File: src/rtl/arith_pkg.sv
// Shared definitions for the sequential arithmetic blocks.
package arith_pkg;

  typedef enum logic [2:0] {
    IDLE = 3'd0,
    PREP = 3'd1,
    CALC = 3'd2,
    FIX  = 3'd3,
    DONE = 3'd4
  } state_e;

  localparam logic SEL_UNSIGNED = 1'b0;
  localparam logic SEL_SIGNED   = 1'b1;

endpackage

File: src/rtl/seq_div_if.sv
// Start/done handshake and operand/result bundle for seq_div.
interface seq_div_if #(parameter int WIDTH = 6);
  logic                 start;
  logic [2*WIDTH-1:0]   a;
  logic [WIDTH-1:0]     b;
  logic                 sel;
  logic [WIDTH-1:0]     q;
  logic [WIDTH-1:0]     r;
  logic                 busy;
  logic                 done;
  logic                 ovf;
  logic                 dz;

  modport master (output start, a, b, sel, input q, r, busy, done, ovf, dz);
  modport slave  (input start, a, b, sel, output q, r, busy, done, ovf, dz);
endinterface

File: src/rtl/cond_neg.sv
// Combinational conditional two's-complement negate.
module cond_neg #(
  parameter int WIDTH = 8
) (
  input  logic [WIDTH-1:0] din,
  input  logic             neg,
  output logic [WIDTH-1:0] dout
);
  assign dout = neg ? (~din + WIDTH'(1)) : din;
endmodule

File: src/rtl/seq_div.sv
// Sequential restoring divider: 2*WIDTH-bit dividend / WIDTH-bit divisor,
// unsigned or two's complement, one quotient bit per clock.
//
// state | meaning
// IDLE  | waiting for start; operands latched on start
// PREP  | magnitudes, signs, divide-by-zero and pre-overflow flags, counter load
// CALC  | one restoring step per cycle, WIDTH cycles
// FIX   | apply signs, signed range check, register results
// DONE  | done pulse; back to IDLE
module seq_div
  import arith_pkg::*;
#(
  parameter int WIDTH = 6
) (
  input  logic   clk,
  input  logic   rst,
  seq_div_if.slave bus
);
  localparam int DW = 2 * WIDTH;
  localparam int CW = $clog2(WIDTH + 1);
  localparam logic [WIDTH:0] HALF = {2'b01, {(WIDTH-1){1'b0}}};

  state_e           state_q, state_d;
  logic [CW-1:0]    cnt_q, cnt_d;
  logic [DW-1:0]    a_q, a_d;
  logic [WIDTH-1:0] b_q, b_d;
  logic             sel_q, sel_d;
  logic [DW-1:0]    acc_q, acc_d;
  logic             quo_neg_q, quo_neg_d;
  logic             rem_neg_q, rem_neg_d;
  logic             dz_flag_q, dz_flag_d;
  logic             povf_q, povf_d;
  logic [WIDTH-1:0] q_q, q_d;
  logic [WIDTH-1:0] r_q, r_d;
  logic             ovf_q, ovf_d;
  logic             dz_q, dz_d;

  logic             signed_mode;
  logic [DW-1:0]    a_mag;
  logic [WIDTH-1:0] b_mag;
  logic [WIDTH-1:0] q_fix, r_fix;
  logic [WIDTH-1:0] q_mag;
  logic [WIDTH:0]   trial;
  logic [DW-1:0]    acc_step;
  logic [CW-1:0]    cnt_dec;
  logic             sovf;

  assign signed_mode = (sel_q == SEL_SIGNED);
  assign cnt_dec     = cnt_q - CW'(1);
  assign q_mag       = acc_q[WIDTH-1:0];

  cond_neg #(.WIDTH(DW))    u_neg_a (.din(a_q), .neg(signed_mode & a_q[DW-1]),    .dout(a_mag));
  cond_neg #(.WIDTH(WIDTH)) u_neg_b (.din(b_q), .neg(signed_mode & b_q[WIDTH-1]), .dout(b_mag));
  cond_neg #(.WIDTH(WIDTH)) u_neg_q (.din(q_mag), .neg(quo_neg_q), .dout(q_fix));
  cond_neg #(.WIDTH(WIDTH)) u_neg_r (.din(acc_q[DW-1:WIDTH]), .neg(rem_neg_q), .dout(r_fix));

  // Upper WIDTH+1 bits of the left-shifted partial remainder minus |b|;
  // the borrow bit decides whether the subtraction is kept.
  assign trial    = acc_q[DW-1:WIDTH-1] - {1'b0, b_q};
  assign acc_step = trial[WIDTH] ? {acc_q[DW-2:0], 1'b0}
                                 : {trial[WIDTH-1:0], acc_q[WIDTH-2:0], 1'b1};

  assign sovf = signed_mode & (quo_neg_q ? ({1'b0, q_mag} >  HALF)
                                         : ({1'b0, q_mag} >= HALF));

  always_ff @(posedge clk or posedge rst) begin
    if (rst) begin
      state_q   <= IDLE;
      cnt_q     <= '0;
      a_q       <= '0;
      b_q       <= '0;
      sel_q     <= 1'b0;
      acc_q     <= '0;
      quo_neg_q <= 1'b0;
      rem_neg_q <= 1'b0;
      dz_flag_q <= 1'b0;
      povf_q    <= 1'b0;
      q_q       <= '0;
      r_q       <= '0;
      ovf_q     <= 1'b0;
      dz_q      <= 1'b0;
    end else begin
      state_q   <= state_d;
      cnt_q     <= cnt_d;
      a_q       <= a_d;
      b_q       <= b_d;
      sel_q     <= sel_d;
      acc_q     <= acc_d;
      quo_neg_q <= quo_neg_d;
      rem_neg_q <= rem_neg_d;
      dz_flag_q <= dz_flag_d;
      povf_q    <= povf_d;
      q_q       <= q_d;
      r_q       <= r_d;
      ovf_q     <= ovf_d;
      dz_q      <= dz_d;
    end
  end

  always_comb begin
    state_d = state_q;
    case (state_q)
      IDLE:    if (bus.start) state_d = PREP;
      PREP:    state_d = CALC;
      CALC:    if (cnt_dec == '0) state_d = FIX;
      FIX:     state_d = DONE;
      DONE:    state_d = IDLE;
      default: state_d = IDLE;
    endcase
  end

  always_comb begin
    a_d       = a_q;
    b_d       = b_q;
    sel_d     = sel_q;
    acc_d     = acc_q;
    cnt_d     = cnt_q;
    quo_neg_d = quo_neg_q;
    rem_neg_d = rem_neg_q;
    dz_flag_d = dz_flag_q;
    povf_d    = povf_q;
    q_d       = q_q;
    r_d       = r_q;
    ovf_d     = ovf_q;
    dz_d      = dz_q;
    case (state_q)
      IDLE: begin
        if (bus.start) begin
          a_d   = bus.a;
          b_d   = bus.b;
          sel_d = bus.sel;
        end
      end
      PREP: begin
        acc_d     = a_mag;
        b_d       = b_mag;
        quo_neg_d = signed_mode & (a_q[DW-1] ^ b_q[WIDTH-1]);
        rem_neg_d = signed_mode & a_q[DW-1];
        dz_flag_d = (b_q == '0);
        povf_d    = (a_mag[DW-1:WIDTH] >= b_mag);
        cnt_d     = CW'(WIDTH);
      end
      CALC: begin
        acc_d = acc_step;
        cnt_d = cnt_dec;
      end
      FIX: begin
        // Divide-by-zero outranks overflow; remainder then echoes the dividend LSBs.
        if (dz_flag_q) begin
          q_d   = '1;
          r_d   = a_q[WIDTH-1:0];
          ovf_d = 1'b0;
          dz_d  = 1'b1;
        end else if (povf_q || sovf) begin
          q_d   = '0;
          r_d   = '0;
          ovf_d = 1'b1;
          dz_d  = 1'b0;
        end else begin
          q_d   = q_fix;
          r_d   = r_fix;
          ovf_d = 1'b0;
          dz_d  = 1'b0;
        end
      end
      default: ;
    endcase
  end

  always_comb begin
    bus.busy = 1'b0;
    bus.done = 1'b0;
    case (state_q)
      PREP, CALC, FIX: bus.busy = 1'b1;
      DONE:            bus.done = 1'b1;
      default: ;
    endcase
  end

  assign bus.q   = q_q;
  assign bus.r   = r_q;
  assign bus.ovf = ovf_q;
  assign bus.dz  = dz_q;
endmodule

File: src/flat_wrapper.sv
// flat-port wrapper written by rule: the top's interface ports become plain ports
module seq_div_flat import arith_pkg::*;
#(
  parameter int WIDTH = 6
)
  (clk, rst, bus_start, bus_a, bus_b, bus_sel, bus_q, bus_r, bus_busy, bus_done, bus_ovf, bus_dz);
  seq_div_if #(.WIDTH(WIDTH)) bus_i ();
  input  logic clk;
  input  logic rst;
  input wire logic [$bits(bus_i.start)-1:0] bus_start;
  input wire logic [$bits(bus_i.a)-1:0] bus_a;
  input wire logic [$bits(bus_i.b)-1:0] bus_b;
  input wire logic [$bits(bus_i.sel)-1:0] bus_sel;
  output wire logic [$bits(bus_i.q)-1:0] bus_q;
  output wire logic [$bits(bus_i.r)-1:0] bus_r;
  output wire logic [$bits(bus_i.busy)-1:0] bus_busy;
  output wire logic [$bits(bus_i.done)-1:0] bus_done;
  output wire logic [$bits(bus_i.ovf)-1:0] bus_ovf;
  output wire logic [$bits(bus_i.dz)-1:0] bus_dz;
  assign bus_i.start = bus_start;
  assign bus_i.a = bus_a;
  assign bus_i.b = bus_b;
  assign bus_i.sel = bus_sel;
  assign bus_q = bus_i.q;
  assign bus_r = bus_i.r;
  assign bus_busy = bus_i.busy;
  assign bus_done = bus_i.done;
  assign bus_ovf = bus_i.ovf;
  assign bus_dz = bus_i.dz;
  seq_div #(.WIDTH(WIDTH)) u_core (.clk(clk), .rst(rst), .bus(bus_i));
endmodule
File: config.mk
export PLATFORM = sky130hd
export DESIGN_NAME = seq_div_flat
export DESIGN_NICKNAME = d
export VERILOG_FILES = /design/src/rtl/arith_pkg.sv /design/src/rtl/seq_div_if.sv /design/src/rtl/cond_neg.sv /design/src/rtl/seq_div.sv /design/src/flat_wrapper.sv
export SDC_FILE = /design/constraint.sdc
export NUM_CORES = 1
export LEC_CHECK = 0
export CORE_UTILIZATION = 60
export DETAILED_ROUTE_END_ITERATION = 10
export GPL_TIMING_DRIVEN = 0
export PLACE_DENSITY = 0.84
export RECOVER_POWER = 25
export SLEW_MARGIN = 40
export SYNTH_ARGS = -nofsm -noshare
export SYNTH_HDL_FRONTEND = slang
export SYNTH_SLANG_ARGS = --single-unit
File: constraint.sdc
create_clock -name clk -period 3.7 [get_ports clk]
set_clock_uncertainty 0.1 [all_clocks]
set_input_delay 0.555 -clock clk [delete_from_list [all_inputs] [get_ports clk]]
set_output_delay 0.555 -clock clk [all_outputs]
set_load 0.1 [all_outputs]
# After elaboration in Yosys (flattened, before gate mapping)
# Index checks and enable logic that the tools add are counted.
dict set report word_totals {
  register_bits 55
  in_bits 22
  output_inout_bits 16
  wordCells 70
}
dict set report classes {
  add_sub_neg 6
  order_cmp 3
  eq_ne 6
  muxes 22
  n_bitwise 9
  reduce_logical 10
}
# operator count
set op_table {}
lappend op_table {{$mux W6} 8}
lappend op_table {{$mux W12} 2}
lappend op_table {{$pmux W12 S2} 1}
lappend op_table {{$add A6 B1 Y6 const B} 3}
lappend op_table {{$not A6 Y6} 3}
lappend op_table {{$add A12 B1 Y12 const B} 1}
lappend op_table {{$not A12 Y12} 1}
lappend op_table {{$pmux W3 S4} 1}
lappend op_table {{$pmux W6 S2} 1}
lappend op_table {{$sub A7 B6 Y7} 1}
lappend op_table {{$eq A3 B2 Y1 const B} 2}
lappend op_table {{$ge A6 B6 Y1} 1}
lappend op_table {{$ge A6 B6 Y1 const B} 1}
lappend op_table {{$gt A6 B6 Y1 const B} 1}
lappend op_table {{$logic_not A3 Y1} 2}
lappend op_table {{$logic_not A6 Y1} 1}
lappend op_table {{$mux W1} 6}
lappend op_table {{$mux W3} 2}
lappend op_table {{$pmux W3 S2} 1}
lappend op_table {{$reduce_and A2 Y1} 3}
lappend op_table {{$and A1 B1 Y1} 4}
lappend op_table {{$reduce_bool A2 Y1} 2}
lappend op_table {{$eq A3 B1 Y1 const B} 1}
lappend op_table {{$eq A3 B3 Y1 const B} 1}
lappend op_table {{6 further kinds} 6}

# Logic depth before layout (Yosys ltp)
dict set report logic_depth {
  ltp_word 6
  ltp_mapped 11
  mapped_depth_nobuf 11
}

# Modules after synthesis
# A second synthesis with hierarchy kept.
dict set report unflattened {
  cells_unflattened 398
  area_unflattened_um2 3636.0
}
# mod n_inst cells_each area_per_inst_um2 seq_area_each_um2
set modules_own_cells {}
lappend modules_own_cells {seq_div 1 316 3020.4 1376.3}
lappend modules_own_cells {{cond_neg (u_core.u_neg_b ...)} 3 16 108.9 0.0}
lappend modules_own_cells {{cond_neg (u_core.u_neg_a)} 1 34 289.0 0.0}

# Worst setup path after synthesis
# No wires, ideal clock.
dict set report synth_timing {
  kind {reg-to-reg}
  from {register u_core.state_q[1]}
  to {register u_core.acc_q[6]}
  setup_ns 0.131
  arrival_time_ns 2.613
  required_time_ns 3.469
  path_slack_ns 0.855
  path_stages_with_launch 7
  synth_period_minus_slack_ns 2.845
  path_cell_list {dfrtp_1 clkbuf_1 nor2_1 nor2_1 o21ai_0 o21bai_1 or3_1}
}
dict set report synth_between {
  elab_chain_cells 2
}
# item line_no
set synth_rtl {}
lappend synth_rtl {{start, declared} seq_div.sv:23} ;# state_e state_q, state_d;
lappend synth_rtl {{start signal, assigned} seq_div.sv:83} ;# state_q <= state_d;
lappend synth_rtl {{$eq A3 B2 Y1 or $eq A3 B1 Y1 (tied branches)} seq_div.sv:126} ;# case (state_q)
lappend synth_rtl {{$pmux W12 S2 or $reduce_bool A2 Y1 (tied branches)} --}
lappend synth_rtl {{end signal, assigned} seq_div.sv:73} ;# acc_q <= '0;
lappend synth_rtl {{end signal, assigned} seq_div.sv:88} ;# acc_q <= acc_d;
lappend synth_rtl {{end, declared} seq_div.sv:28} ;# logic [DW-1:0] acc_q, acc_d;
# Parallel ways exist; a longest one is shown, timed or not.
# A chain may end at the register's enable or synchronous reset.

# Final worst setup path
dict set report layout_timing {
  from {register u_core.a_q[0]}
  to {register u_core.povf_q}
}
dict set report layout_between {
  elab_chain_cells 4
}
# item line_no
set layout_rtl {}
lappend layout_rtl {{start, declared} seq_div.sv:25} ;# logic [DW-1:0] a_q, a_d;
lappend layout_rtl {{start signal, assigned} seq_div.sv:70} ;# a_q <= '0;
lappend layout_rtl {{start signal, assigned} seq_div.sv:85} ;# a_q <= a_d;
lappend layout_rtl {{$not A12 Y12} cond_neg.sv:9} ;# assign dout = neg ? (~din + WIDTH'(1)) : din;
lappend layout_rtl {{$add A12 B1 Y12} cond_neg.sv:9}
lappend layout_rtl {{$mux W12} cond_neg.sv:9}
lappend layout_rtl {{$ge A6 B6 Y1} seq_div.sv:140} ;# povf_d = (a_mag[DW-1:WIDTH] >= b_mag);
lappend layout_rtl {{end signal, assigned} seq_div.sv:92} ;# povf_q <= povf_d;
lappend layout_rtl {{end, declared} seq_div.sv:32} ;# logic povf_q, povf_d;
# Every way passes these cells.

==> impl_metrics.toml <==
[synthesis]
yosys_warnings = 0
synth_top_area_frac = 0.399
synth_common_cells = "dfrtp_1 (55), o21ai_0 (33), nand2_1 (32), nor2_1 (29), a21oi_1 (22)"
syn_avg_cell_area_um2 = 9.14
synth_seq_cells = 55
synth_ff_type = "dfrtp_1"
syn_inst = 378
synth_nets = 419
synth_top_area_cell = "dfrtp_1"
netlist_area_um2 = 3450
synth_area_leaders = "dfrtp_1 (40%), ha_1 (6.5%), o21ai_0 (4.8%), xnor2_1 (4.1%), mux2_2 (3.6%)"
ys_async_sr_fraction = 1.00
synth_edf_count = 0
ys_types = 57
synth_seq_area_share = 0.399
yosysMostFrequentCell = "dfrtp_1"

[worst_hold_path]
holdCritPathClass = "register to register"

[clocking]
cts_buffer_depth = 2
postCtsSetupBuffers = 0
cts_resized = 0
clkSlewWorstSetupHoldPaths_ns = 0.10
cts_buffers = 5
cts_root_buf = "clkbuf_8"
cts_hold_buf = 0
h-tree-depth = 2
clkSinkCount = 55
cts_tree = "done"
clock_latency_ns = 0.32

[global_route]
globalRouteTotalUtil = 0.299
antenna_found_initial = 0
grt_pass1_vias = 2938
gr-total-overflow = 0
grt_max_degree = 44
grt_pass1_wl_um = 14200

[setup_path]
r2r_cells = 11
worstPathRequired_ns = 3.82
rr_endpoint = "u_core.povf_q"
crit_path_max_incr_delay_ns = 0.48
crit_chain = "inv_1 > ha_1 > nor2b_1 > a21oi_1 > xnor2_1 > ha_1 > nand2b_1 > a21o_1 > a21oi_1 > o21ai_0 > a31o_2"
critical_path_class = "register to register"
arrival_ns = 2.84
cp.depth = 11
start_kind = "register"
worstPathMaxFanout = 5
startpoint = "u_core.a_q[0]"
r2r_slack_ns = 0.98
cp_slowest_cell = "dfrtp_1"
worstReg2RegStart = "u_core.a_q[0]"
crit_end = "u_core.povf_q"
crit_family = "compound AO/OA/AOI/OAI gates"
worst-path-buf-inv = 1
endpoint_kind = "register"

[detailed_routing]
wl_met2_um = 3970
via_per_inst = 6.14
dr.max_layer_used = "met4"
wl_met3_um = 464
drc = 0
met1Wirelength_um = 3500
finalWirelength_um = 8110
routedWlPerCell_um = 16.4
drt_iter0_markers = 269
firstDrtPassIters = 5
antenna_left = 0
vias = 3043

[floorplan]
num_rows = 27
io_pins = 38
core_um2 = 5540
die_h_um = 77.9
die_w_um = 77.9
start_util = 0.623
fp.dieArea_um2 = 6060

[timing]
final-max-slew-violation-count = 0
finalCriticalPeriod_ns = 2.72
grt_setup_unrepaired = "false"
setup_viol = 0
tns_ns = 0
slew_headroom = 0.540
worst_pin_slew_ns = 0.688
fin_crit_sh = 0.736
fmax_mhz = 367
hold_violations = 0

[finish]
drive_gt1_frac = 0.142
syn2layout_area_growth_pct = 14.3
finalNetCount = 464
n_antenna_cell = 0

[outcome]
outcome = "finished, final reports clean"

[place]
gp_congestion = 0.906
io_buffers = 37
post-dp-hpwl_um = 6170

[job]
maxCapViolations = 0
-- cells in the final DEF (no fill, tap or decap), drive strengths merged, types with 4 or more instances in the layout --
cell type	netlist	routed
mux2	11	11
mux2i	5	5
xor2	7	7
inv	22	22
a22oi	11	11
nand2b	4	4
nand3	9	9
nor2b	6	6
o21ai	34	34
clkbuf	10	15
ha	18	18
xnor2	16	16
nor3	11	11
dfrtp	55	55
buf	9	26
a31oi	9	9
nand3b	5	5
o31ai	7	7
clkdlybuf4s50	0	20
nor2	30	30
nand2	32	32
a221oi	6	6
a21oi	24	24
-- tightest hold or removal path: cells and delay by family, from the launching register on --
kind             cells  cell delay (ns)
DFF                  1             0.35
and+or+nand+nor      2             0.10
-- stage by stage --
| stage | hold WS, ns | cell area, um2 | std cells | setup WS (ns) | utilization |
|---|---|---|---|---|---|
| 6_report | 0.381 | 3950 | 496 | 0.977 | 0.712 |
| 5_1_grt | 0.428 | 3950 | 496 | 0.868 | 0.712 |
| 3_5_place_dp | 0.358 | 3860 | 488 | 1.05 | 0.696 |
| 3_3_place_gp | 0.362 | 3910 | 487 | 0.682 | 0.706 |
| 2_1_floorplan | 0.378 | 3450 | 378 | 0.856 | - |
| 4_1_cts | 0.383 | 3950 | 496 | 1.03 | 0.713 |
-- routing by layer --
metal,vias to the layer above,global-route usage
met3,22,0.0600
li1,1440,-
met2,116,0.478
met5,-,0
met4,0,0.115
met1,1465,0.400
-- worst min path at each step --
stage / startpoint / to / slack [ns] / cells past startpoint
final: u_core.bus.dz / u_core.bus.dz / 0.38 / 2
after global routing: u_core.bus.q[2] / u_core.bus.q[2] / 0.43 / 2
after CTS: u_core.bus.dz / u_core.bus.dz / 0.38 / 2
after detailed placement: u_core.bus.dz / u_core.bus.dz / 0.36 / 2
after global placement: u_core.bus.ovf / u_core.bus.ovf / 0.36 / 2
after floorplan: u_core.cnt_q[2] / u_core.cnt_q[2] / 0.38 / 1
-- cell families (layout without fill, tap and decap cells) --
group | count (synthesis) | count (layout) | share of synthesized area
AO/OA/AOI/OAI | 109 | 109 | 0.203
XOR/XNOR | 23 | 23 | 0.0583
adder cells (fa/ha/maj) | 19 | 19 | 0.0710
buffers and inverters | 42 | 88 | 0.0522
flip-flops | 55 | 55 | 0.399
multiplexers | 16 | 16 | 0.0504
AND/OR/NAND/NOR | 114 | 114 | 0.167
-- flip-flops by register name (all words and copies together) (netlist names), 3 cells and up --
register        flops
u_core.cnt_q        3
u_core.a_q         12
u_core.acc_q       12
u_core.state_q      3
u_core.b_q          6
u_core.bus.r        6
u_core.bus.q        6
-- final cells by class --
cell class | instances | area, um2
clock inverter | 3 | 22.5
tap | 72 | 90.1
sequential | 55 | 1380
buffer | 19 | 93.8
fill | 451 | 1590
multi-input combinational | 281 | 1900
clock buffer | 5 | 68.8
inverter | 23 | 87.6
timing repair buffer | 38 | 310
Power is left out: the tool's default activity adds up to more than one toggle a clock period on the data nets, which glitch-free logic cannot reach.
==> edit (same flow settings) <==
Take the reset off `a_q`, `b_q`, `q_q` and `r_q` and load them in a clocked block of their own.
--- a/src/rtl/seq_div.sv
+++ b/src/rtl/seq_div.sv
@@ -69,4 +69,2 @@
       cnt_q     <= '0;
-      a_q       <= '0;
-      b_q       <= '0;
       sel_q     <= 1'b0;
@@ -77,4 +75,2 @@
       povf_q    <= 1'b0;
-      q_q       <= '0;
-      r_q       <= '0;
       ovf_q     <= 1'b0;
@@ -84,4 +80,2 @@
       cnt_q     <= cnt_d;
-      a_q       <= a_d;
-      b_q       <= b_d;
       sel_q     <= sel_d;
@@ -92,4 +86,2 @@
       povf_q    <= povf_d;
-      q_q       <= q_d;
-      r_q       <= r_d;
       ovf_q     <= ovf_d;
@@ -97,2 +89,9 @@
     end
+  end
+
+  always_ff @(posedge clk) begin
+    a_q <= a_d;
+    b_q <= b_d;
+    q_q <= q_d;
+    r_q <= r_d;
   end
Behaviour: not the same (a bounded check fails within 10 cycles, from zero or initial values and one cycle with rst high; the reset may be asserted at any time).
==> edit against the unedited design <==
Sequential cell count unchanged. Synthesized area down 1.7%. Setup slack worse by 0.25 ns. Global-route usage fell by 3.3 points. Synthesized cell count decreased by 11%. Routed wire length decreased by 9.0%. Sequential share of layout area increased by 4.6 points. Core utilization is 0.52 points lower. Final area shrank 1.9%.
Power is left out: the tool's default activity adds up to more than one toggle a clock period on the data nets, which glitch-free logic cannot reach.
==> edit: results (changes against the unedited design) <==
outcome=finished, final reports clean; Post-Synth Adder-Cell Area=7.22% (+0.12 points); Largest regs=u_core.a_q (12), u_core.acc_q (12); WHS=0.414 ns (+0.0328 ns); slew at the pin closest to its max-slew limit=0.993 ns (+0.304 ns); met1 usage=34.7% (-5.3 points); xor and xnor area share after synthesis=6.45% (+0.61 points); largest net degree at the start of global routing=26 (-41%); first drt pass iteration count=5 (unchanged); WP data arrival=3.10 ns (+0.26 ns); hold path cells=1 (-1); WL final=7.39 mm (-9.0%); # DRC=0 (unchanged); Root Buffer=clkbuf_8; worst-skew pair later-pin latency=0.32 ns (about the same); Post-Place Worst Slack=0.806 ns (-0.249 ns); hpwl dp=5.66 mm (-8.2%); Num CTS Buffers=5 (unchanged); All-Layer GR Usage=26.6% (-3.3 points); Nets=420 (-9.5%); PostCTS Resize Cnt=0 (unchanged); post-CTS setup buffers=0 (unchanged); Async SR Flop Fraction=45.5% (-55 points); First DRT Iteration DRCs=213 (-21%); Area contributors post-synth=edfxtp_1 (27%), dfrtp_1 (18%), ha_1 (6.6%), nand2_1 (4.1%), xor2_1 (3.4%); Post-synth top cells=nand2_1 (37), edfxtp_1 (30), dfrtp_1 (25); R2R cell count=11 (unchanged); compound-gate portion of the synthesized area=19.4% (-0.87 points); number of diodes=0 (unchanged); mux share of post-synthesis cell area=3.43% (-1.6 points); final setup margin=0.725 ns (-0.252 ns); Post-DP Area=3780 um2 (-2.0%); Post-synth EDFFs=30 (+30); Clock H-tree levels=2 (unchanged); met3 Use GR=3.93% (-2.1 points); via count=2716 (-11%); Worst-path clk slew=between 0.1 and 0.15 ns; Unique masters post-synth=59 (+3.5%); I/O Buffers=37 (unchanged); fillers=431 (-4.4%); first-pass GRT wire length=12.2 mm (-14%); register area share after synthesis=45.0% (+5.1 points); vias in the first global route=2519 (-14%); share of post-route cells with drive strength above 1=12.4% (-1.8 points); initial antenna violation count=0 (unchanged); met2 Use GR=45.5% (-2.3 points); Critical R2R Launch=u_core.a_q[0]$_DFFE_PP_; # hold bufs at CTS=0 (unchanged); worst setup path start=u_core.a_q[0]$_DFFE_PP_; Routability Congestion=0.882 (-2.6%); CP max-delay cell=edfxtp_1; Syn Nets=376 (-10%); Clock Tree Buf Depth=2 (unchanged)
==> edit: cell count changes in the layout (fill, tap and decap cells not counted), moves of 11 or more <==
cell	unedited run	this run
dlygate4sd3_1	1	13
nor2_1	29	18
edfxtp_1	0	30
clkdlybuf4s50_1	20	8
o21ai_0	33	17
dfrtp_1	55	25
==> edit: metrics by stage <==
stage	instances	util, %
after global placement	444	70.5
after detailed placement	444	69.0
after floorplan	335	-
after global routing	452	70.7
final	452	70.7
after CTS	452	70.7
==> edit: logic make-up after synthesis <==
group | Yosys count
AO/OA/AOI/OAI | 92
AND/OR/NAND/NOR | 94
buffers and inverters | 39
adder cells (fa/ha/maj) | 19
multiplexers | 11
XOR/XNOR | 25
flip-flops | 55
==> edit: cell type report <==
cell class,instances,area share [%]
timing repair buffer,37,7.50
buffer,15,2.00
multi-input combinational,241,44.0
clock buffer,5,1.78
sequential,55,39.4
clock inverter,3,0.582
inverter,24,2.33
tap,72,2.33
==> edit: layer usage <==
| layer | wire length (um) | part of all wire, % | up-vias |
|---|---|---|---|
| met5 | 0 | 0 | - |
| met4 | 112 | 1.5 | 0 |
| met3 | 454 | 6.1 | 8 |
| met2 | 3670 | 50 | 105 |
| met1 | 3150 | 43 | 1293 |
| li1 | - | - | 1310 |
